--- src/rtl/fpu_resp_buffer_if.sv ---
// rtl/fpu_resp_buffer_if.sv - handshake bundle between interconnect, FPU wrapper and response buffer
interface fpu_resp_buffer_if #(
  parameter int ID_WIDTH        = 9,
  parameter int DATA_WIDTH      = 32,
  parameter int FLAGS_OUT_WIDTH = 5,
  parameter int DEPTH           = 4
);
  localparam int CNT_W = $clog2(DEPTH + 1);

  // Interconnect request side
  logic                       req_i;
  logic                       gnt_o;

  // FPU wrapper request side
  logic                       fpu_req_o;
  logic                       fpu_gnt_i;

  // FPU wrapper result side (cannot be back-pressured)
  logic                       fpu_rvalid_i;
  logic [DATA_WIDTH-1:0]      fpu_rdata_i;
  logic [FLAGS_OUT_WIDTH-1:0] fpu_rflags_i;
  logic [ID_WIDTH-1:0]        fpu_rID_i;

  // Buffered response toward the interconnect
  logic                       rvalid_o;
  logic                       rready_i;
  logic [DATA_WIDTH-1:0]      rdata_o;
  logic [FLAGS_OUT_WIDTH-1:0] rflags_o;
  logic [ID_WIDTH-1:0]        rID_o;

  // Status
  logic [CNT_W-1:0]           outstanding_o;
  logic                       overflow_o;

  modport slave (
    input  req_i, fpu_gnt_i, fpu_rvalid_i, fpu_rdata_i, fpu_rflags_i, fpu_rID_i, rready_i,
    output gnt_o, fpu_req_o, rvalid_o, rdata_o, rflags_o, rID_o, outstanding_o, overflow_o
  );

  modport master (
    output req_i, fpu_gnt_i, fpu_rvalid_i, fpu_rdata_i, fpu_rflags_i, fpu_rID_i, rready_i,
    input  gnt_o, fpu_req_o, rvalid_o, rdata_o, rflags_o, rID_o, outstanding_o, overflow_o
  );
endinterface

--- src/rtl/fpu_resp_buffer.sv ---
// rtl/fpu_resp_buffer.sv - credit-throttled FIFO holding FPU results until the interconnect accepts them
module fpu_resp_buffer #(
  parameter int ID_WIDTH        = 9,
  parameter int DATA_WIDTH      = 32,
  parameter int FLAGS_OUT_WIDTH = 5,
  parameter int DEPTH           = 4
) (
  input  logic              clk,
  input  logic              rst_n,
  fpu_resp_buffer_if.slave  bus
);
  localparam int CNT_W   = $clog2(DEPTH + 1);
  localparam int PTR_W   = (DEPTH > 1) ? $clog2(DEPTH) : 1;
  localparam int ENTRY_W = DATA_WIDTH + FLAGS_OUT_WIDTH + ID_WIDTH;

  localparam logic [CNT_W-1:0] DEPTH_C  = CNT_W'(DEPTH);
  localparam logic [CNT_W-1:0] CNT_ONE  = CNT_W'(1);
  localparam logic [PTR_W-1:0] LAST_PTR = PTR_W'(DEPTH - 1);
  localparam logic [PTR_W-1:0] PTR_ONE  = PTR_W'(1);

  logic [CNT_W-1:0]   credits;
  logic [CNT_W-1:0]   fill;
  logic [PTR_W-1:0]   wr_ptr;
  logic [PTR_W-1:0]   rd_ptr;
  logic               overflow_q;
  logic [ENTRY_W-1:0] mem [DEPTH];

  logic avail;
  logic issue;
  logic pop;
  logic full;
  logic push;
  logic drop;

  // Pointers wrap by compare so DEPTH need not be a power of two
  function automatic logic [PTR_W-1:0] ptr_inc(input logic [PTR_W-1:0] p);
    return (p == LAST_PTR) ? '0 : p + PTR_ONE;
  endfunction

  // Credit gate looks only at the registered count, so a freed credit is usable next cycle
  assign avail = (credits < DEPTH_C);
  assign issue = bus.req_i & bus.fpu_gnt_i & avail;
  assign pop   = (fill != '0) & bus.rready_i;
  assign full  = (fill == DEPTH_C);
  // A pop in the same cycle frees the slot the incoming result lands in
  assign push  = bus.fpu_rvalid_i & (~full | pop);
  assign drop  = bus.fpu_rvalid_i & full & ~pop;

  assign bus.fpu_req_o     = bus.req_i & avail;
  assign bus.gnt_o         = bus.fpu_gnt_i & avail;
  assign bus.rvalid_o      = (fill != '0);
  assign {bus.rdata_o, bus.rflags_o, bus.rID_o} = mem[rd_ptr];
  assign bus.outstanding_o = credits;
  assign bus.overflow_o    = overflow_q;

  // Credit counter: +1 per issued op, -1 per accepted response; floors at zero after a mid-flight reset
  always_ff @(posedge clk or negedge rst_n) begin
    if (!rst_n) begin
      credits <= '0;
    end else if (issue && !pop) begin
      credits <= credits + CNT_ONE;
    end else if (pop && !issue && credits != '0) begin
      credits <= credits - CNT_ONE;
    end
  end

  // FIFO bookkeeping: pointers and fill level
  always_ff @(posedge clk or negedge rst_n) begin
    if (!rst_n) begin
      wr_ptr <= '0;
      rd_ptr <= '0;
      fill   <= '0;
    end else begin
      if (push) wr_ptr <= ptr_inc(wr_ptr);
      if (pop)  rd_ptr <= ptr_inc(rd_ptr);
      if (push && !pop) begin
        fill <= fill + CNT_ONE;
      end else if (pop && !push) begin
        fill <= fill - CNT_ONE;
      end
    end
  end

  // Result storage; contents are meaningless until covered by fill, so no reset
  always_ff @(posedge clk) begin
    if (push) begin
      mem[wr_ptr] <= {bus.fpu_rdata_i, bus.fpu_rflags_i, bus.fpu_rID_i};
    end
  end

  // Sticky flag for a result that arrived with nowhere to go
  always_ff @(posedge clk or negedge rst_n) begin
    if (!rst_n) begin
      overflow_q <= 1'b0;
    end else if (drop) begin
      overflow_q <= 1'b1;
    end
  end
endmodule

--- src/flat_wrapper.sv ---
// flat-port wrapper written by rule: the top's interface ports become plain ports
module fpu_resp_buffer_flat 
#(
  parameter int ID_WIDTH        = 9,
  parameter int DATA_WIDTH      = 32,
  parameter int FLAGS_OUT_WIDTH = 5,
  parameter int DEPTH           = 4
)
  (clk, rst_n, bus_req_i, bus_fpu_gnt_i, bus_fpu_rvalid_i, bus_fpu_rdata_i, bus_fpu_rflags_i, bus_fpu_rID_i, bus_rready_i, bus_gnt_o, bus_fpu_req_o, bus_rvalid_o, bus_rdata_o, bus_rflags_o, bus_rID_o, bus_outstanding_o, bus_overflow_o);
  fpu_resp_buffer_if #(.ID_WIDTH(ID_WIDTH), .DATA_WIDTH(DATA_WIDTH), .FLAGS_OUT_WIDTH(FLAGS_OUT_WIDTH), .DEPTH(DEPTH)) bus_i ();
  input  logic clk;
  input  logic rst_n;
  input wire logic [$bits(bus_i.req_i)-1:0] bus_req_i;
  input wire logic [$bits(bus_i.fpu_gnt_i)-1:0] bus_fpu_gnt_i;
  input wire logic [$bits(bus_i.fpu_rvalid_i)-1:0] bus_fpu_rvalid_i;
  input wire logic [$bits(bus_i.fpu_rdata_i)-1:0] bus_fpu_rdata_i;
  input wire logic [$bits(bus_i.fpu_rflags_i)-1:0] bus_fpu_rflags_i;
  input wire logic [$bits(bus_i.fpu_rID_i)-1:0] bus_fpu_rID_i;
  input wire logic [$bits(bus_i.rready_i)-1:0] bus_rready_i;
  output wire logic [$bits(bus_i.gnt_o)-1:0] bus_gnt_o;
  output wire logic [$bits(bus_i.fpu_req_o)-1:0] bus_fpu_req_o;
  output wire logic [$bits(bus_i.rvalid_o)-1:0] bus_rvalid_o;
  output wire logic [$bits(bus_i.rdata_o)-1:0] bus_rdata_o;
  output wire logic [$bits(bus_i.rflags_o)-1:0] bus_rflags_o;
  output wire logic [$bits(bus_i.rID_o)-1:0] bus_rID_o;
  output wire logic [$bits(bus_i.outstanding_o)-1:0] bus_outstanding_o;
  output wire logic [$bits(bus_i.overflow_o)-1:0] bus_overflow_o;
  assign bus_i.req_i = bus_req_i;
  assign bus_i.fpu_gnt_i = bus_fpu_gnt_i;
  assign bus_i.fpu_rvalid_i = bus_fpu_rvalid_i;
  assign bus_i.fpu_rdata_i = bus_fpu_rdata_i;
  assign bus_i.fpu_rflags_i = bus_fpu_rflags_i;
  assign bus_i.fpu_rID_i = bus_fpu_rID_i;
  assign bus_i.rready_i = bus_rready_i;
  assign bus_gnt_o = bus_i.gnt_o;
  assign bus_fpu_req_o = bus_i.fpu_req_o;
  assign bus_rvalid_o = bus_i.rvalid_o;
  assign bus_rdata_o = bus_i.rdata_o;
  assign bus_rflags_o = bus_i.rflags_o;
  assign bus_rID_o = bus_i.rID_o;
  assign bus_outstanding_o = bus_i.outstanding_o;
  assign bus_overflow_o = bus_i.overflow_o;
  fpu_resp_buffer #(.ID_WIDTH(ID_WIDTH), .DATA_WIDTH(DATA_WIDTH), .FLAGS_OUT_WIDTH(FLAGS_OUT_WIDTH), .DEPTH(DEPTH)) u_core (.clk(clk), .rst_n(rst_n), .bus(bus_i));
endmodule
--- config.mk ---
export PLATFORM = sky130hd
export DESIGN_NAME = fpu_resp_buffer_flat
export DESIGN_NICKNAME = d
export VERILOG_FILES = /design/src/rtl/fpu_resp_buffer_if.sv /design/src/rtl/fpu_resp_buffer.sv /design/src/flat_wrapper.sv
export SDC_FILE = /design/constraint.sdc
export NUM_CORES = 1
export LEC_CHECK = 0
export BUFFER_PORTS_ARGS = -buffer_cell sky130_fd_sc_hd__buf_2
export CORE_ASPECT_RATIO = 1.5
export CORE_MARGIN = 4
export CORE_UTILIZATION = 55
export CTS_BUF_LIST = sky130_fd_sc_hd__clkbuf_8
export DETAILED_ROUTE_END_ITERATION = 12
export PLACE_DENSITY = 0.88
export RECOVER_POWER = 25
export SYNTH_ARGS = -nofsm -noshare
export SYNTH_HDL_FRONTEND = slang
export SYNTH_SLANG_ARGS = --single-unit
--- constraint.sdc ---
create_clock -name clk -period 3.43 [get_ports clk]
set_clock_uncertainty 0.1 [all_clocks]
set_input_delay 0.8575 -clock clk [delete_from_list [all_inputs] [get_ports clk]]
set_output_delay 0.8575 -clock clk [all_outputs]
set_load 0.01 [all_outputs]
==> impl_metrics.ini <==
[status]
status = finished, final reports clean

[timing]
fmax_ghz = 0.315
relSlewSlack_pct = 46.2
rsz0062_at_grt = no
setup_viol = 0
hold_viol_final = 0
fin_setup_tns_ns = 0
tightestPinTransition_ns = 0.807
maxSlewViolCount = 0
setup_slack_ns = 0.252
fin_crit_ns = 3.18
final.period_utilization_pct = 92.6
timing.hold.ws_ns = 0.302

[route]
ant_nets = 0
drtPass1Iterations = 4
highest_layer = met5
drt-met1-wl_mm = 4.75
wl_mm = 13.1
route.met2.wl_mm = 7.35
wl_met3_um = 722
post-route-drc-count = 0
viasPerCell = 5.78
wl_per_cell_um = 21.5
initialDrtViolationCount = 199
num_vias = 3512

[layout]
layout.nets = 496
diodes = 0
layout-drive-gt1-share_pct = 40.5
post-route-util_pct = 65.3
area_growth_pct = 15.9
design_area_sq_mm = 0.00854
layout.cells.non_filler = 608

[setup_path]
critPathMaxFanout = 27
cpMaxStageDelayCell = dfrtp_4
critPathMaxStageDelay_ns = 0.75
endpoint_kind = primary output
arrival_ns = 2.22
setup.worst_path.start_class = flip-flop
crit_path_cell_trace = buf_4 > mux4_2 > buf_2
critical_path_buf_inv_count = 2
critPathTopFamily = flip-flops
required_ns = 2.47
path_class = flip-flop to primary output

[floorplan]
coreArea_sq_mm = 0.0131
start_util_pct = 56.4
die_x_um = 103
fp.dieH_um = 150
die-area_sq_mm = 0.0154
rows = 51
io-pin-count = 105

[clocking]
cts_buffer_depth = 2
cts_resized = 0
cts.sinks = 195
worstSkewPairLatency_ns = 0.44
postCtsHoldBufs = 0
post_cts_buffers = 0
cts_root_buf = clkbuf_8
cts_buffers = 17
cts_tree = done
clk_pin_slew_ns = 0.10
htreeDepth = 4

[synthesis]
synth-seq-cells = 195
yosys_warnings = 0
dominantRegCellSynth = edfxtp_1
synth_seq_area_share_pct = 78.7
synth.cell_area_sq_mm = 0.00737
synth-edff-count = 184
async_reset_ff_share_pct = 5.64
synth_area_per_cell_sq_um = 24.0
ys_types = 33
syn-num-nets = 367
netlist_instances = 307

[power_and_ir_drop]
swShare_pct = 30.5
internal-power_mw = 4.90
pwr_density_cell_mw_per_mm2 = 825
clkPwrFrac_pct = 20.0
p_comb_share_pct = 30.4
leakagePower_nw = 2.92
p_sw_mw = 2.15
vdd_drop_max_mv = 0.425
pwr-share-seq_pct = 49.6
p_total_mw = 7.05

[global_route]
grt_remaining_overflow = 0
grt_use_total_pct = 18.1
grt_max_degree = 34
grt_pass1_wl_mm = 20.2
grt_pass1_vias = 3729
antenna_found_initial = 2

[placed_design]
dp_hpwl_mm = 9.18
dp_worst_setup_slack_ns = 0.540
place_area_sq_mm = 0.00820
gp_congestion = 0.748
placed_cells = 576
portBuffers = 104

[hold_path]
hold_path_class = input port to asynchronous set/reset pin

[run]
cap_violations = 0
==> path summary, 6_finish.rpt <==
check / from / to / slack [ns] / cells past startpoint
hold reg to reg: u_core.bus.overflow_o$_DFFE_PN0P_ / u_core.bus.overflow_o$_DFFE_PN0P_ / 0.38 / 1
hold / removal: rst_n / u_core.bus.outstanding_o[1]$_DFFE_PN0P_ / 0.30 / 1
min in group clk: u_core.bus.overflow_o$_DFFE_PN0P_ / u_core.bus.overflow_o$_DFFE_PN0P_ / 0.38 / 1
setup reg to reg: u_core.fill[0]$_DFFE_PN0P_ / u_core.fill[2]$_DFFE_PN0P_ / 0.85 / 7
max in group asynchronous: rst_n / u_core.rd_ptr[0]$_DFFE_PN0N_ / 2.44 / 1
setup / recovery: u_core.rd_ptr[0]$_DFFE_PN0N_ / bus_rID_o[5] / 0.25 / 3
==> cells by family (layout without fill, tap and decap cells) <==
kind of cell	count (synthesis)	after routing	synth area share [%]
flip-flops	195	195	78.7
multiplexers	52	52	14.9
AND/OR/NAND/NOR	26	26	2.38
buffers and inverters	16	158	1.12
adder cells (fa/ha/maj)	8	8	1.56
AO/OA/AOI/OAI	7	7	0.984
XOR/XNOR	3	3	0.356
==> per-layer routing <==
| metal | vias up | GRT usage, % |
|---|---|---|
| met3 | 21 | 5.13 |
| met2 | 110 | 30.7 |
| met5 | - | 0 |
| met1 | 1821 | 22.1 |
| li1 | 1556 | - |
| met4 | 4 | 6.43 |
==> worst reg2reg max path, stage by stage, from the launching register on <==
cell and delay [ns]:
dfrtp_1 0.49, o31ai_4 0.62, ha_1 0.32, inv_1 0.07
fa_1 0.38, xor2_1 0.18, nor2_1 0.16, xor2_1 0.18
==> sequential cells by signal (all words and copies together) (netlist names) <==
signal,cells
u_core.fill,3
u_core.bus.overflow_o,1
u_core.mem,184
u_core.wr_ptr,2
u_core.rd_ptr,2
u_core.bus.outstanding_o,3
==> power groups by stage <==
stage          clock network (mW)  registers (mW)  logic (mW)
2_1_floorplan                   0            3.35        1.51
4_1_cts                      1.45            3.51        2.20
6_report                     1.41            3.49        2.15
5_1_grt                      1.56            3.56        2.32
3_3_place_gp                    0            3.51        2.14
3_5_place_dp                    0            3.56        2.19
==> Yosys cell counts, types with 4 or more instances <==
library cell  count  share of area, %
dfrtp_1          11               3.7
ha_1              6               1.0
mux2_2            4              0.61
edfxtp_1        184                75
mux4_2           46                14
and2_1            4              0.34
buf_2             6              0.41
nor2_1            4              0.20
buf_4             4              0.41
inv_1             4              0.20
==> area by class of cell <==
class | instances | area [sq um]
repair buffers | 122 | 642
multi-input cells | 96 | 1500
well taps | 159 | 199
clock buffers | 17 | 234
fillers | 820 | 4540
flip-flops and latches | 195 | 5810
clock inverters | 15 | 154
inverters | 4 | 15.0
==> cells in the final DEF, fill, tap and decap left out, drive strengths merged, types with 2 or more instances in the layout <==
master	Yosys	final
ha	6	6
buf	11	91
bufinv	0	2
clkinvlp	0	3
a21o	2	2
mux2i	2	2
mux2	4	4
and2b	2	2
or3	2	2
inv	4	11
nand3b	2	2
o21ai	2	2
clkbuf	1	48
nand4b	2	2
edfxtp	184	184
and2	4	4
mux4	46	46
nor2	4	4
fa	2	2
nand3	2	2
nand4	2	2
dfrtp	11	11
xor2	2	2
clkinv	0	3
Power figures use the tool's default switching activity.
